==> config.mk <==
export PLATFORM = sky130hd
export DESIGN_NAME = shift_sequencer
export DESIGN_NICKNAME = d
export VERILOG_FILES = /design/src/rtl/shift_seq_pkg.sv /design/src/rtl/shift_step.sv /design/src/rtl/shift_sequencer.sv
export SDC_FILE = /design/constraint.sdc
export NUM_CORES = 1
export LEC_CHECK = 0
export ABC_CLOCK_PERIOD_IN_PS = 2900
export BUFFER_PORTS_ARGS = -buffer_cell sky130_fd_sc_hd__buf_4
export CORE_ASPECT_RATIO = 1.4
export CORE_UTILIZATION = 50
export CTS_CLUSTER_DIAMETER = 100
export DETAILED_ROUTE_END_ITERATION = 8
export HOLD_SLACK_MARGIN = 0.05
export PLACE_DENSITY = 0.76
export SKIP_LAST_GASP = 1
export SLEW_MARGIN = 40
export SYNTH_ARGS = -nofsm -noshare
export SYNTH_HDL_FRONTEND = slang
export SYNTH_SLANG_ARGS = --single-unit
==> constraint.sdc <==
create_clock -name clk -period 2.9 [get_ports clk]
set_input_delay 0.435 -clock clk [delete_from_list [all_inputs] [get_ports clk]]
set_output_delay 0.435 -clock clk [all_outputs]
set_load 0.02 [all_outputs]
==> src/rtl/shift_seq_pkg.sv <==
// Shared definitions for the iterative shift/rotate sequencer:
// operation and state encodings plus default geometry.
package shift_seq_pkg;

    localparam int WIDTH_DEF    = 16;
    localparam int AMT_W_DEF    = 4;
    localparam int BIG_STEP_DEF = 4;

    typedef enum logic [1:0] {
        OP_ROL = 2'b00,
        OP_SLL = 2'b01,
        OP_ROR = 2'b10,
        OP_SRL = 2'b11
    } op_e;

    typedef enum logic [1:0] {
        S_IDLE = 2'b00,
        S_BUSY = 2'b01,
        S_DONE = 2'b10
    } state_e;

endpackage

==> src/rtl/shift_step.sv <==
// Single shared shift stage: rotates or logically shifts by 1 or by BIG_STEP bits.
// Purely combinational; the sequencer iterates it over several cycles.
module shift_step
    import shift_seq_pkg::*;
#(
    parameter int WIDTH    = WIDTH_DEF,
    parameter int BIG_STEP = BIG_STEP_DEF
) (
    input  logic [WIDTH-1:0] in,
    input  logic [1:0]       op,
    input  logic             big,
    output logic [WIDTH-1:0] out
);

    logic [WIDTH-1:0] rol_1_s, rol_b_s, sll_1_s, sll_b_s;
    logic [WIDTH-1:0] ror_1_s, ror_b_s, srl_1_s, srl_b_s;

    assign rol_1_s = {in[WIDTH-2:0], in[WIDTH-1]};
    assign rol_b_s = {in[WIDTH-BIG_STEP-1:0], in[WIDTH-1 -: BIG_STEP]};
    assign sll_1_s = {in[WIDTH-2:0], 1'b0};
    assign sll_b_s = {in[WIDTH-BIG_STEP-1:0], {BIG_STEP{1'b0}}};
    assign ror_1_s = {in[0], in[WIDTH-1:1]};
    assign ror_b_s = {in[BIG_STEP-1:0], in[WIDTH-1:BIG_STEP]};
    assign srl_1_s = {1'b0, in[WIDTH-1:1]};
    assign srl_b_s = {{BIG_STEP{1'b0}}, in[WIDTH-1:BIG_STEP]};

    // Select the stepped operand by operation and step size.
    always_comb begin
        out = in;
        case (op)
            OP_ROL:  out = big ? rol_b_s : rol_1_s;
            OP_SLL:  out = big ? sll_b_s : sll_1_s;
            OP_ROR:  out = big ? ror_b_s : ror_1_s;
            OP_SRL:  out = big ? srl_b_s : srl_1_s;
            default: out = in;
        endcase
    end

endmodule

==> src/rtl/shift_sequencer.sv <==
// Iterative shift/rotate unit: accepts {op, data, amount}, walks the shared
// shift_step over several cycles and presents the result on a valid/ready port.
module shift_sequencer
    import shift_seq_pkg::*;
#(
    parameter int WIDTH    = WIDTH_DEF,
    parameter int AMT_W    = AMT_W_DEF,
    parameter int BIG_STEP = BIG_STEP_DEF
) (
    input  logic             clk,
    input  logic             rst,
    input  logic             flush,
    input  logic             in_valid,
    output logic             in_ready,
    input  logic [1:0]       in_op,
    input  logic [WIDTH-1:0] in_data,
    input  logic [AMT_W-1:0] in_amt,
    output logic             out_valid,
    input  logic             out_ready,
    output logic [WIDTH-1:0] out_data
);

    localparam logic [AMT_W-1:0] BIG_AMT = AMT_W'(BIG_STEP);
    localparam logic [AMT_W-1:0] ONE_AMT = AMT_W'(1);
    localparam logic [AMT_W-1:0] ZERO_AMT = AMT_W'(0);

    state_e           state_r, state_s;
    op_e              op_r, op_s;
    logic [AMT_W-1:0] rem_r, rem_s;
    logic [WIDTH-1:0] work_r, work_s;
    logic [WIDTH-1:0] out_data_r, out_data_s;
    logic             big_s;
    logic [WIDTH-1:0] step_out_s;
    logic [AMT_W-1:0] rem_dec_s;

    assign big_s     = (rem_r >= BIG_AMT);
    assign rem_dec_s = rem_r - (big_s ? BIG_AMT : ONE_AMT);

    shift_step #(
        .WIDTH    (WIDTH),
        .BIG_STEP (BIG_STEP)
    ) u_step (
        .in  (work_r),
        .op  (op_r),
        .big (big_s),
        .out (step_out_s)
    );

    // Next-state logic; flush overrides both accept and hand-off.
    always_comb begin
        state_s    = state_r;
        op_s       = op_r;
        rem_s      = rem_r;
        work_s     = work_r;
        out_data_s = out_data_r;
        if (flush) begin
            state_s = S_IDLE;
        end else begin
            case (state_r)
                S_IDLE: begin
                    if (in_valid) begin
                        op_s   = op_e'(in_op);
                        rem_s  = in_amt;
                        work_s = in_data;
                        if (in_amt == ZERO_AMT) begin
                            state_s    = S_DONE;
                            out_data_s = in_data;
                        end else begin
                            state_s = S_BUSY;
                        end
                    end else begin
                        state_s = S_IDLE;
                    end
                end
                S_BUSY: begin
                    work_s = step_out_s;
                    rem_s  = rem_dec_s;
                    if (rem_dec_s == ZERO_AMT) begin
                        state_s    = S_DONE;
                        out_data_s = step_out_s;
                    end else begin
                        state_s = S_BUSY;
                    end
                end
                S_DONE: begin
                    if (out_ready) begin
                        state_s = S_IDLE;
                    end else begin
                        state_s = S_DONE;
                    end
                end
                default: state_s = S_IDLE;
            endcase
        end
    end

    // State, working operand and result registers.
    always_ff @(posedge clk or posedge rst) begin
        if (rst) begin
            state_r    <= S_IDLE;
            op_r       <= OP_ROL;
            rem_r      <= ZERO_AMT;
            work_r     <= {WIDTH{1'b0}};
            out_data_r <= {WIDTH{1'b0}};
        end else begin
            state_r    <= state_s;
            op_r       <= op_s;
            rem_r      <= rem_s;
            work_r     <= work_s;
            out_data_r <= out_data_s;
        end
    end

    assign in_ready  = (state_r == S_IDLE) & ~rst;
    assign out_valid = (state_r == S_DONE);
    assign out_data  = out_data_r;

endmodule

Yosys cells after proc, flatten, opt, wreduce, memory -nomap -nowiden
Cells that the tools add are included.
- flip-flop bits (word level): 40
- input bits: 27
- output and inout port bits: 18
- word-level logic and storage cells: 46
- $add $sub $neg: 1
- magnitude comparators: 1
- equal/unequal tests: 8
- mux-type cells: 20
- bitwise logic cells: 3
- reductions and logical operators: 8
- operator list (cell ; number):
    16-bit 2-to-1 mux ; 7
    16-bit one-hot mux with 2 select lines ; 2
    16-bit one-hot mux with 4 select lines ; 1
    15-bit 2-to-1 mux ; 1
    2-bit 2-to-1 mux ; 5
    4-bit zero test ; 2
    4-bit one-hot mux with 2 select lines ; 1
    2-bit == test (second input constant) ; 3
    2-bit inequality test (second input constant) ; 3
    2-bit one-hot mux with 3 select lines ; 1
    3-bit AND reduction ; 2
    5-bit AND reduction ; 1
    2-bit by 1-bit == test with 1-bit output (second input constant) ; 2
    4-bit by 3-bit >= comparator with 1-bit output (second input constant) ; 1
    2-bit zero test ; 2
    4-bit 2-to-1 mux ; 1
    4-bit by 3-bit subtractor with 4-bit output ; 1
    3-bit 2-to-1 mux ; 1
    1-bit inverter ; 2
    2-bit nonzero test ; 1
    1-bit AND ; 1

Longest topological paths before layout
Gate-level depths: netlist of the first run.
- depth after elaboration: 7
- mapped depth: 14
- gate-level depth less buffers: 9

Modules after synthesis
Synthesis of the first run repeated with hierarchy kept, for this count alone.
- cell total of the unflattened synthesis: 225
- area, all modules: 2529.9 µm²
- by module, submodules not included (module ; times used ; cells each ; area an instance (µm²)):
    shift_sequencer ; 1 ; 181 ; 2028.2
    shift_step ; 1 ; 44 ; 501.7

Worst setup path after synthesis of the first run
No wires, ideal clock.
- path type: register to register
- from: register rem_r[3]
- to: register out_data_r[3] (netlist: out_data[3])
- library setup time: 0.125 ns
- arrival: 2.748 ns
- data required time: 2.775 ns
- slack: 0.028 ns
- stages on the path, launching flop included: 14
- clock period less this slack: 2.872 ns
- path through: dfrtp_1 buf_6 or2_4 buf_6 inv_4 buf_6 buf_6 ha_1 ha_1 or3_1 a31oi_2 o31ai_4 buf_6 mux2_2
- cells in the longest elaborated chain, start to end: 6
- elaborated cells on any way between the ends: 13
- those cells by class: 1 x add/sub; 1 x order compare; 1 x eq/ne; 8 x mux; 2 x reduce/logical
- ends and longest elaborated chain (item ; RTL line ; RTL):
    start: declaration ; shift_sequencer.sv:29 ; logic [AMT_W-1:0] rem_r, rem_s;
    start signal: assignment ; shift_sequencer.sv:108 ; rem_r <= rem_s;
    4-bit by 3-bit >= comparator with 1-bit output ; shift_sequencer.sv:36 ; assign big_s = (rem_r >= BIG_AMT);
    3-bit 2-to-1 mux ; shift_sequencer.sv:37 ; assign rem_dec_s = rem_r - (big_s ? BIG_AMT : ONE_AMT);
    4-bit by 3-bit subtractor with 4-bit output ; shift_sequencer.sv:37 ;
    4-bit zero test ; shift_sequencer.sv:78 ; if (rem_dec_s == ZERO_AMT) begin
    2-bit inequality test (no source line) ; - ;
    5-bit AND reduction (no source line) ; - ;
    end signal: assignment ; shift_sequencer.sv:104 ; out_data_r <= {WIDTH{1'b0}};
    end signal: assignment ; shift_sequencer.sv:110 ; out_data_r <= out_data_s;
    end: declaration ; shift_sequencer.sv:31 ; logic [WIDTH-1:0] out_data_r, out_data_s;
Several ways; a longest one is shown, not always the timed one. The select of a mux whose other input is x is not followed.
A chain may end at the register's enable or synchronous reset.

Worst setup path after layout of the first run
Same ends and word-level chain as after synthesis.

==> metrics.log, run 1 <==
INFO  metric cp.arrival = 2.79 ns
INFO  metric num_rows = 29
INFO  metric synth_edf_count = 0
INFO  metric worst_min_delay_path_class = in2async
INFO  metric core_box_area = 4570 sq um
INFO  metric cp-start-kind = flip-flop
INFO  metric maxSlewViolCount = 0
INFO  metric pin_count_of_the_biggest_net_entering_global_routing = 27
INFO  metric postSynthNetCount = ~260
INFO  metric regArea = about 1000 sq um
INFO  metric fill_cells = around 420
INFO  metric vias_per_cell = approximately 5.8
INFO  metric drc = 0
INFO  metric fp.dieArea = 5060 sq um
INFO  metric yosysTopAreaCellShare = 41.9%
INFO  metric worst-setup-path-type = reg2reg
INFO  metric post_synth_instance_area = 2390 sq um
INFO  metric antennaDiodeCount = 0
INFO  metric drt-initial-drc-count = approximately 140
INFO  metric combPwrFrac = 52.6%
INFO  metric timing.final.crit_share = 90.0%
INFO  metric worst_pin_slew = 0.665 ns
INFO  metric seq_area_frac_synth = between 40% and 50%
INFO  metric synth.lib_cells_used.distinct = 51
INFO  metric ys.flop_type = sky130_fd_sc_hd__dfrtp_1
INFO  metric power.switching = 1.28 mW
INFO  metric route.vias.total = 1953
INFO  metric final.setup_skew = 0.00386 ns
INFO  metric cts_post_setup_buffers_inserted = 0
INFO  metric power.internal = 1.77 mW
INFO  metric final_critical_period = 2.61 ns
INFO  metric multiInputGateArea = 1230 sq um
INFO  metric synthTopCellsByArea = sky130_fd_sc_hd__dfrtp_1, sky130_fd_sc_hd__mux2_2, sky130_fd_sc_hd__mux2i_1
INFO  metric synth_area_per_cell = 10.2 sq um
INFO  metric first_pass_grt_wire_length = 9170 um
INFO  metric ys_seq_elements = 40
INFO  metric finalCoreUtilization = 62.0%
INFO  metric detail_route.first_pass.iterations = 4
INFO  metric max-slew-margin-rel = between 50% and 60%
INFO  metric die_x = between 60 and 70 um
INFO  metric clkSlewWorstSetupHoldPaths = approximately 0.07 ns
INFO  metric clk_sinks = 40
INFO  metric routed_wl = about 5600 um
INFO  metric place.gp.congestion = between 0.8 and 0.9
INFO  metric global_route_usage_over_all_layers = 24.6%
INFO  metric tritoncts = built
INFO  metric synth.largest_area_cell = sky130_fd_sc_hd__dfrtp_1
INFO  metric power_per_cell_area = 1080 nW/um^2
INFO  metric synthesis.instances = roughly 230
INFO  metric clock_latency_at_the_later_pin_of_the_worst_skew_pair = 0.29 ns
INFO  metric vdd_ir_drop_max = between 0.0005 and 0.0006 V
INFO  metric synth_async_sr_flop_share = 100%
INFO  metric synth.yosys.warnings = 0
INFO  metric power.leakage = between 1 and 1.5 nW
INFO  metric buffer_ports.inserted = 44
INFO  metric unrepaired_setup_endpoints_after_global_routing = false
INFO  metric design.portCount = 45
INFO  metric first_global_vias = 1928
INFO  metric nNetsFinal = about 300
INFO  metric area_growth = 18.7%
INFO  metric required = approximately 3 ns
INFO  metric ff2ff_path_depth = 9
INFO  metric power_frac_clock = 11.4%
INFO  metric post_route_cells_drive_above_1_share = 33.1%
INFO  metric clockBufferDepth = 2
INFO  metric final_hold_viol_count = 0
INFO  metric max-cap-violations = 0
INFO  metric grt_overflow_total = 0
INFO  metric timing.setup.tns = 0 ns
INFO  metric power.switching_fraction = 42.0%
INFO  metric setup_crit_end_kind = flip-flop
INFO  metric final-setup-viol-count = 0
INFO  metric effective_utilization_at_floorplan = 52.2%
INFO  metric clock_tree.root_cell = sky130_fd_sc_hd__clkbuf_8
INFO  metric count_of_hold_fix_buffers_inserted_at_cts = 0
INFO  metric routedWlPerCell = 16.6 um
INFO  metric postRouteAntennaNets = 0
INFO  metric path_max_fanout = 10
INFO  metric outcome = complete, no violations
INFO  metric detailedPlacementHpwl = between 4000 and 5000 um
INFO  metric fmax = 0.383 GHz
INFO  metric grt_antenna_before_repair = 0
INFO  metric cts_buffers = 5
INFO  metric cts_repair_resize_count = 0
INFO  metric htreeDepth = 2
INFO  metric floorplan.die.height = 83.8 um
INFO  metric power.sequential.fraction = 36.0%
==> power groups by stage <==
stage,logic (mW),registers [mW],clock network (mW)
after floorplan,1.15,1.12,0
after global placement,1.58,1.10,0
after detailed placement,1.61,1.10,0
after CTS,1.61,1.10,0.355
after global routing,1.76,1.14,0.378
final,1.61,1.10,0.349
==> layout make-up <==
type,instances,area share (%)
Tap cell,62,2.74
Multi-Input combinational cell,164,43.5
Clock buffer,6,2.56
Clock inverter,1,0.177
Sequential cell,40,35.3
Timing Repair Buffer,53,14.2
Inverter,11,1.55
==> synth_stat cells (2+ instances only) <==
master and n:
sky130_fd_sc_hd__a211oi_1 8, sky130_fd_sc_hd__a21o_1 4, sky130_fd_sc_hd__a21oi_1 15, sky130_fd_sc_hd__a221oi_1 2
sky130_fd_sc_hd__a22o_1 4, sky130_fd_sc_hd__a22oi_1 8, sky130_fd_sc_hd__and3_1 2, sky130_fd_sc_hd__buf_1 2
sky130_fd_sc_hd__buf_6 5, sky130_fd_sc_hd__clkbuf_1 9, sky130_fd_sc_hd__dfrtp_1 40, sky130_fd_sc_hd__ha_1 2
sky130_fd_sc_hd__inv_1 10, sky130_fd_sc_hd__mux2_2 17, sky130_fd_sc_hd__mux2_4 3, sky130_fd_sc_hd__mux2i_1 9
sky130_fd_sc_hd__mux4_2 3, sky130_fd_sc_hd__nand2_1 22, sky130_fd_sc_hd__nand2b_1 4, sky130_fd_sc_hd__nand3_1 2
sky130_fd_sc_hd__nor2_1 10, sky130_fd_sc_hd__nor2b_1 2, sky130_fd_sc_hd__nor3_1 3, sky130_fd_sc_hd__o21a_1 3
sky130_fd_sc_hd__o21ai_0 10, sky130_fd_sc_hd__o221ai_1 2, sky130_fd_sc_hd__o22ai_1 4, sky130_fd_sc_hd__or3_1 5
==> worst max-delay path, stage by stage (launching register included) <==
cell and delay, ns:
sky130_fd_sc_hd__dfrtp_1 0.38, sky130_fd_sc_hd__or2_4 0.26, sky130_fd_sc_hd__inv_4 0.05, sky130_fd_sc_hd__ha_1 0.20, sky130_fd_sc_hd__ha_1 0.26, sky130_fd_sc_hd__or3_1 0.15, sky130_fd_sc_hd__a31oi_2 0.13, sky130_fd_sc_hd__o31ai_4 0.49
sky130_fd_sc_hd__buf_6 0.22, sky130_fd_sc_hd__mux2_2 0.34
==> registers in the layout, summed over array words and instances (netlist names) <==
name      cells
op_r          2
out_data     16
rem_r         4
state_r       2
work_r       16
==> routing by layer <==
layer  global-route usage, %  vias to the layer above  part of all wire (%)
met3                    3.88                       10                   3.9
met5                       0                        -                     0
met4                    9.94                        0                   2.2
met2                    39.1                       59                    51
li1                        -                      937                     -
met1                    32.7                      947                    43
==> placed cells by master (no fill, tap or decap), types with 2 or more instances in the layout <==
| master | Yosys | final |
|---|---|---|
| sky130_fd_sc_hd__buf_4 | 1 | 52 |
| sky130_fd_sc_hd__dfrtp_1 | 40 | 40 |
| sky130_fd_sc_hd__nand2_1 | 22 | 22 |
| sky130_fd_sc_hd__mux2_2 | 17 | 17 |
| sky130_fd_sc_hd__a21oi_1 | 15 | 15 |
| sky130_fd_sc_hd__nor2_1 | 10 | 10 |
| sky130_fd_sc_hd__inv_1 | 10 | 9 |
| sky130_fd_sc_hd__o21ai_0 | 10 | 9 |
| sky130_fd_sc_hd__mux2i_1 | 9 | 9 |
| sky130_fd_sc_hd__a22oi_1 | 8 | 8 |
| sky130_fd_sc_hd__a211oi_1 | 8 | 8 |
| sky130_fd_sc_hd__or3_1 | 5 | 5 |
| sky130_fd_sc_hd__clkbuf_8 | 0 | 5 |
| sky130_fd_sc_hd__nand2b_1 | 4 | 4 |
| sky130_fd_sc_hd__o22ai_1 | 4 | 4 |
| sky130_fd_sc_hd__a22o_1 | 4 | 4 |
| sky130_fd_sc_hd__a21o_1 | 4 | 4 |
| sky130_fd_sc_hd__o21a_1 | 3 | 3 |
| sky130_fd_sc_hd__mux4_2 | 3 | 3 |
| sky130_fd_sc_hd__mux2_4 | 3 | 3 |
| sky130_fd_sc_hd__nor3_1 | 3 | 3 |
| sky130_fd_sc_hd__nor2b_1 | 2 | 2 |
| sky130_fd_sc_hd__nand3_1 | 2 | 2 |
| sky130_fd_sc_hd__and3_1 | 2 | 2 |
| sky130_fd_sc_hd__o221ai_1 | 2 | 2 |
| sky130_fd_sc_hd__a221oi_1 | 2 | 2 |
| sky130_fd_sc_hd__ha_1 | 2 | 2 |
==> cell families after synthesis <==
kind of cell    share of synthesized area [%]
buf+inv                                  6.45
flops                                    41.9
mux                                      16.5
fa+ha+maj                                1.05
simple gates                             12.3
xor+xnor                                0.367
compound gates                           21.4
==> through the flow <==
step	hold WS (ns)	power (mW)	setup WS (ns)	std cells	instance area (sq um)
after floorplan	0.485	2.27	0.0277	233	2390
after global placement	0.495	2.67	0.225	329	2750
after detailed placement	0.492	2.71	0.175	329	2750
after CTS	0.224	3.06	0.156	336	2820
after global routing	0.245	3.28	0.137	337	2830
final	0.204	3.06	0.291	337	2830
==> worst paths after layout <==
kind / startpoint / to / slack, ns
setup / recovery: rem_r[3]$_DFFE_PP0P_ / out_data[3]$_DFFE_PP0P_ / 0.29
max in group asynchronous: rst / out_data[8]$_DFFE_PP0P_ / 2.15
setup reg to reg: rem_r[3]$_DFFE_PP0P_ / out_data[3]$_DFFE_PP0P_ / 0.29
hold reg to reg: out_data[4]$_DFFE_PP0P_ / out_data[4]$_DFFE_PP0P_ / 0.51
hold / removal: rst / work_r[14]$_DFFE_PP0P_ / 0.20
min in group clk: flush / state_r[1]$_DFF_PP0_ / 0.34
(Power assumes the default switching activity.)
==> inputs of run 2 (changes only) <==
Settings changed: ABC_CLOCK_PERIOD_IN_PS 2900 to 3270, CORE_UTILIZATION 50 to 55, PLACE_DENSITY 0.76 to 0.79.
Clock period 2.9 ns to 3.27 ns, I/O delays scaled along.
==> run 2 against run 1 <==
Compared with the run above: the flow now finishes with violations (DRC); cell count fell by 6.2%; clock skew grew 0.010 ns; hold slack better by 0.012 ns; cell area shrank 1.1%; combinational power fell by 15%; total power shrank 9.3%; non-clock buffer count is 5 lower; worst setup slack gained 0.060 ns; clock power increased by 15%; global-route usage rose by 2.0 points; sequential power down 8%; routed wire length fell by 0.36%; highest routed layer unchanged.
==> metrics.log, run 2 (synthesis results as in run 1) <==
INFO  metric placed_cells_incl_taps = 308 (-6.4%)
INFO  metric power_per_cell_area = 991 nW/um^2 (-8.2%)
INFO  metric timing.setup.tns = 0 ns (unchanged)
INFO  metric tritoncts = built
INFO  metric clockBufferDepth = 2 (unchanged)
INFO  metric worst_min_delay_path_class = in2async
INFO  metric placed_cell_area = 2690 sq um (-1.9%)
INFO  metric unrepaired_setup_endpoints_after_global_routing = false
INFO  metric layout.cells.most_common = sky130_fd_sc_hd__buf_4
INFO  metric routed_wl = 5570 um (-0.36%)
INFO  metric path_max_fanout = 22 (+12)
INFO  metric clkSlewWorstSetupHoldPaths = 0.08 ns (about the same)
INFO  metric design.portCount = 45 (unchanged)
INFO  metric post_route_cells_drive_above_1_share = 31.7% (-1.4 points)
INFO  metric area_growth = 17.3%
INFO  metric buffer_ports.inserted = 44 (unchanged)
INFO  metric cp-start-kind = flip-flop
INFO  metric global_route_usage_over_all_layers = 26.6% (+2.0 points)
INFO  metric final_critical_path_setup_slack = 0.351 ns (+0.0602 ns)
INFO  metric required = 3.45 ns (+0.37 ns)
INFO  metric num_rows = 28 (-3.4%)
INFO  metric final.setup_skew = 0.0140 ns (+0.0101 ns)
INFO  metric cp.arrival = 3.10 ns (+0.31 ns)
INFO  metric drc = 3 (+3)
INFO  metric vdd_ir_drop_max = 0.000558 V (+8.7%)
INFO  metric routedWlPerCell = 17.6 um (+6.3%)
INFO  metric multiInputGateArea = 1230 sq um (unchanged)
INFO  metric effective_utilization_at_floorplan = 56.8% (+4.6 points)
INFO  metric clk_sinks = 40 (unchanged)
INFO  metric route.vias.total = 1982 (+1.5%)
INFO  metric nNetsFinal = 299 (-1.6%)
INFO  metric timing.final.crit_share = 89.3% (-0.71 points)
INFO  metric postRouteAntennaNets = 0 (unchanged)
INFO  metric pin_count_of_the_biggest_net_entering_global_routing = 23 (-15%)
INFO  metric drt-initial-drc-count = 141 (+2.2%)
INFO  metric final_hold_viol_count = 0 (unchanged)
INFO  metric setup_crit_end_kind = flip-flop
INFO  metric regArea = 1000 sq um (unchanged)
INFO  metric finished_cell_area = 2800 sq um (-1.1%)
INFO  metric fp.dieArea = 4610 sq um (-8.8%)
INFO  metric fmax = 0.343 GHz (-11%)
INFO  metric max-cap-violations = 0 (unchanged)
INFO  metric worst-setup-path-type = reg2reg
INFO  metric first_pass_grt_wire_length = 9270 um (+1.0%)
INFO  metric clock_latency_at_the_later_pin_of_the_worst_skew_pair = 0.30 ns (about the same)
INFO  metric instances_no_fill = 316 (-6.2%)
INFO  metric first_global_vias = 1945 (+0.88%)
INFO  metric cts_buffers = 5 (unchanged)
INFO  metric count_of_hold_fix_buffers_inserted_at_cts = 0 (unchanged)
INFO  metric fill_cells = 346 (-17%)
INFO  metric most-common-layout-cells = sky130_fd_sc_hd__buf_4, sky130_fd_sc_hd__dfrtp_1, sky130_fd_sc_hd__nand2_1
INFO  metric vias_per_cell = 6.27 (+8.2%)
INFO  metric grt_antenna_before_repair = 0 (unchanged)
INFO  metric max-slew-margin-rel = 46.9% (-8.1 points)
INFO  metric failed_checks = DRC
INFO  metric power.leakage = 1.31 nW (-1.1%)
INFO  metric outcome = complete, but fails checks
INFO  metric cts_post_setup_buffers_inserted = 0 (unchanged)
INFO  metric cts_repair_resize_count = 0 (unchanged)
INFO  metric die_x = 57.7 um (-4.5%)
INFO  metric final_critical_period = 2.92 ns (+0.310 ns)
INFO  metric detail_route.first_pass.iterations = 6 (+2)
INFO  metric clock_tree.root_cell = sky130_fd_sc_hd__clkbuf_8
INFO  metric floorplan.die.height = 80.0 um (-4.5%)
INFO  metric core_box_area = 4200 sq um (-8.0%)
INFO  metric place.gp.congestion = 0.903 (+5.4%)
INFO  metric antennaDiodeCount = 0 (unchanged)
INFO  metric post-place-ws = 0.370 ns (+0.195 ns)
INFO  metric htreeDepth = 2 (unchanged)
INFO  metric worst_hold_slack = 0.215 ns (+0.0117 ns)
INFO  metric grt_overflow_total = 0 (unchanged)
INFO  metric maxSlewViolCount = 0 (unchanged)
INFO  metric worst_pin_slew = 0.791 ns (+0.125 ns)
INFO  metric final-setup-viol-count = 0 (unchanged)
INFO  metric detailedPlacementHpwl = 4070 um (-1.3%)
[run 2: changes by cell type in the layout (fill, tap and decap cells not counted), sizes merged]
cell | previous run | this run
buf | 53 | 48
bufinv | 0 | 1
clkinv | 1 | 2
inv | 11 | 10
[run 2: final cells by class]
type / count / share of cell area (%)
Clock inverter: 2 / 1.25
Tap cell: 45 / 2.01
Sequential cell: 40 / 35.7
Inverter: 11 / 1.56
Clock buffer: 6 / 2.59
Multi-Input combinational cell: 164 / 44.0
Timing Repair Buffer: 48 / 12.9
[run 2: report_power, final]
part	total, mW	internal (mW)	switching [mW]	leakage [nW]
logic	1.37	0.667	0.700	0.779
clock network	0.400	0.227	0.173	0.0552
registers	1.01	0.727	0.281	0.477
[run 2: critical path, stage by stage, from the launching register on]
cell and delay, ns:
sky130_fd_sc_hd__dfrtp_1 0.48, sky130_fd_sc_hd__or2_4 0.38, sky130_fd_sc_hd__inv_4 0.22, sky130_fd_sc_hd__ha_1 0.27
sky130_fd_sc_hd__ha_1 0.28, sky130_fd_sc_hd__nor2_1 0.06, sky130_fd_sc_hd__nand2_1 0.09, sky130_fd_sc_hd__a31oi_2 0.14
sky130_fd_sc_hd__o31ai_4 0.23, sky130_fd_sc_hd__buf_4 0.27, sky130_fd_sc_hd__mux2_2 0.37
[run 2: final timing paths]
| kind | from | to | slack [ns] | cells after the start |
|---|---|---|---|---|
| min in group clk | flush | state_r[1]$_DFF_PP0_ | 0.38 | 2 |
| max | rem_r[3]$_DFFE_PP0P_ | out_data[8]$_DFFE_PP0P_ | 0.35 | 10 |
| min | rst | rem_r[1]$_DFFE_PP0P_ | 0.22 | 2 |
| max reg2reg | rem_r[3]$_DFFE_PP0P_ | out_data[8]$_DFFE_PP0P_ | 0.35 | 10 |
| min reg2reg | out_data[9]$_DFFE_PP0P_ | out_data[9]$_DFFE_PP0P_ | 0.51 | 1 |
| max in group asynchronous | rst | work_r[13]$_DFFE_PP0P_ | 2.38 | 3 |
[run 2: through the flow]
stage          util [%]  power, mW
2_1_floorplan         -       2.01
5_1_grt            66.6       2.95
6_report           66.6       2.77
4_1_cts            66.6       2.77
3_5_place_dp       64.1       2.37
3_3_place_gp       64.1       2.34
[run 2: routing by layer]
metal  vias to the layer above  share of wire (%)  routed length, um  track usage (%)
met2                        76                 52               2910             45.9
li1                        934                  -                  -                -
met4                         0                2.4                135             11.0
met3                        15                6.1                338             4.05
met1                       957                 39               2190             32.9
met5                         -                  0                  0                0
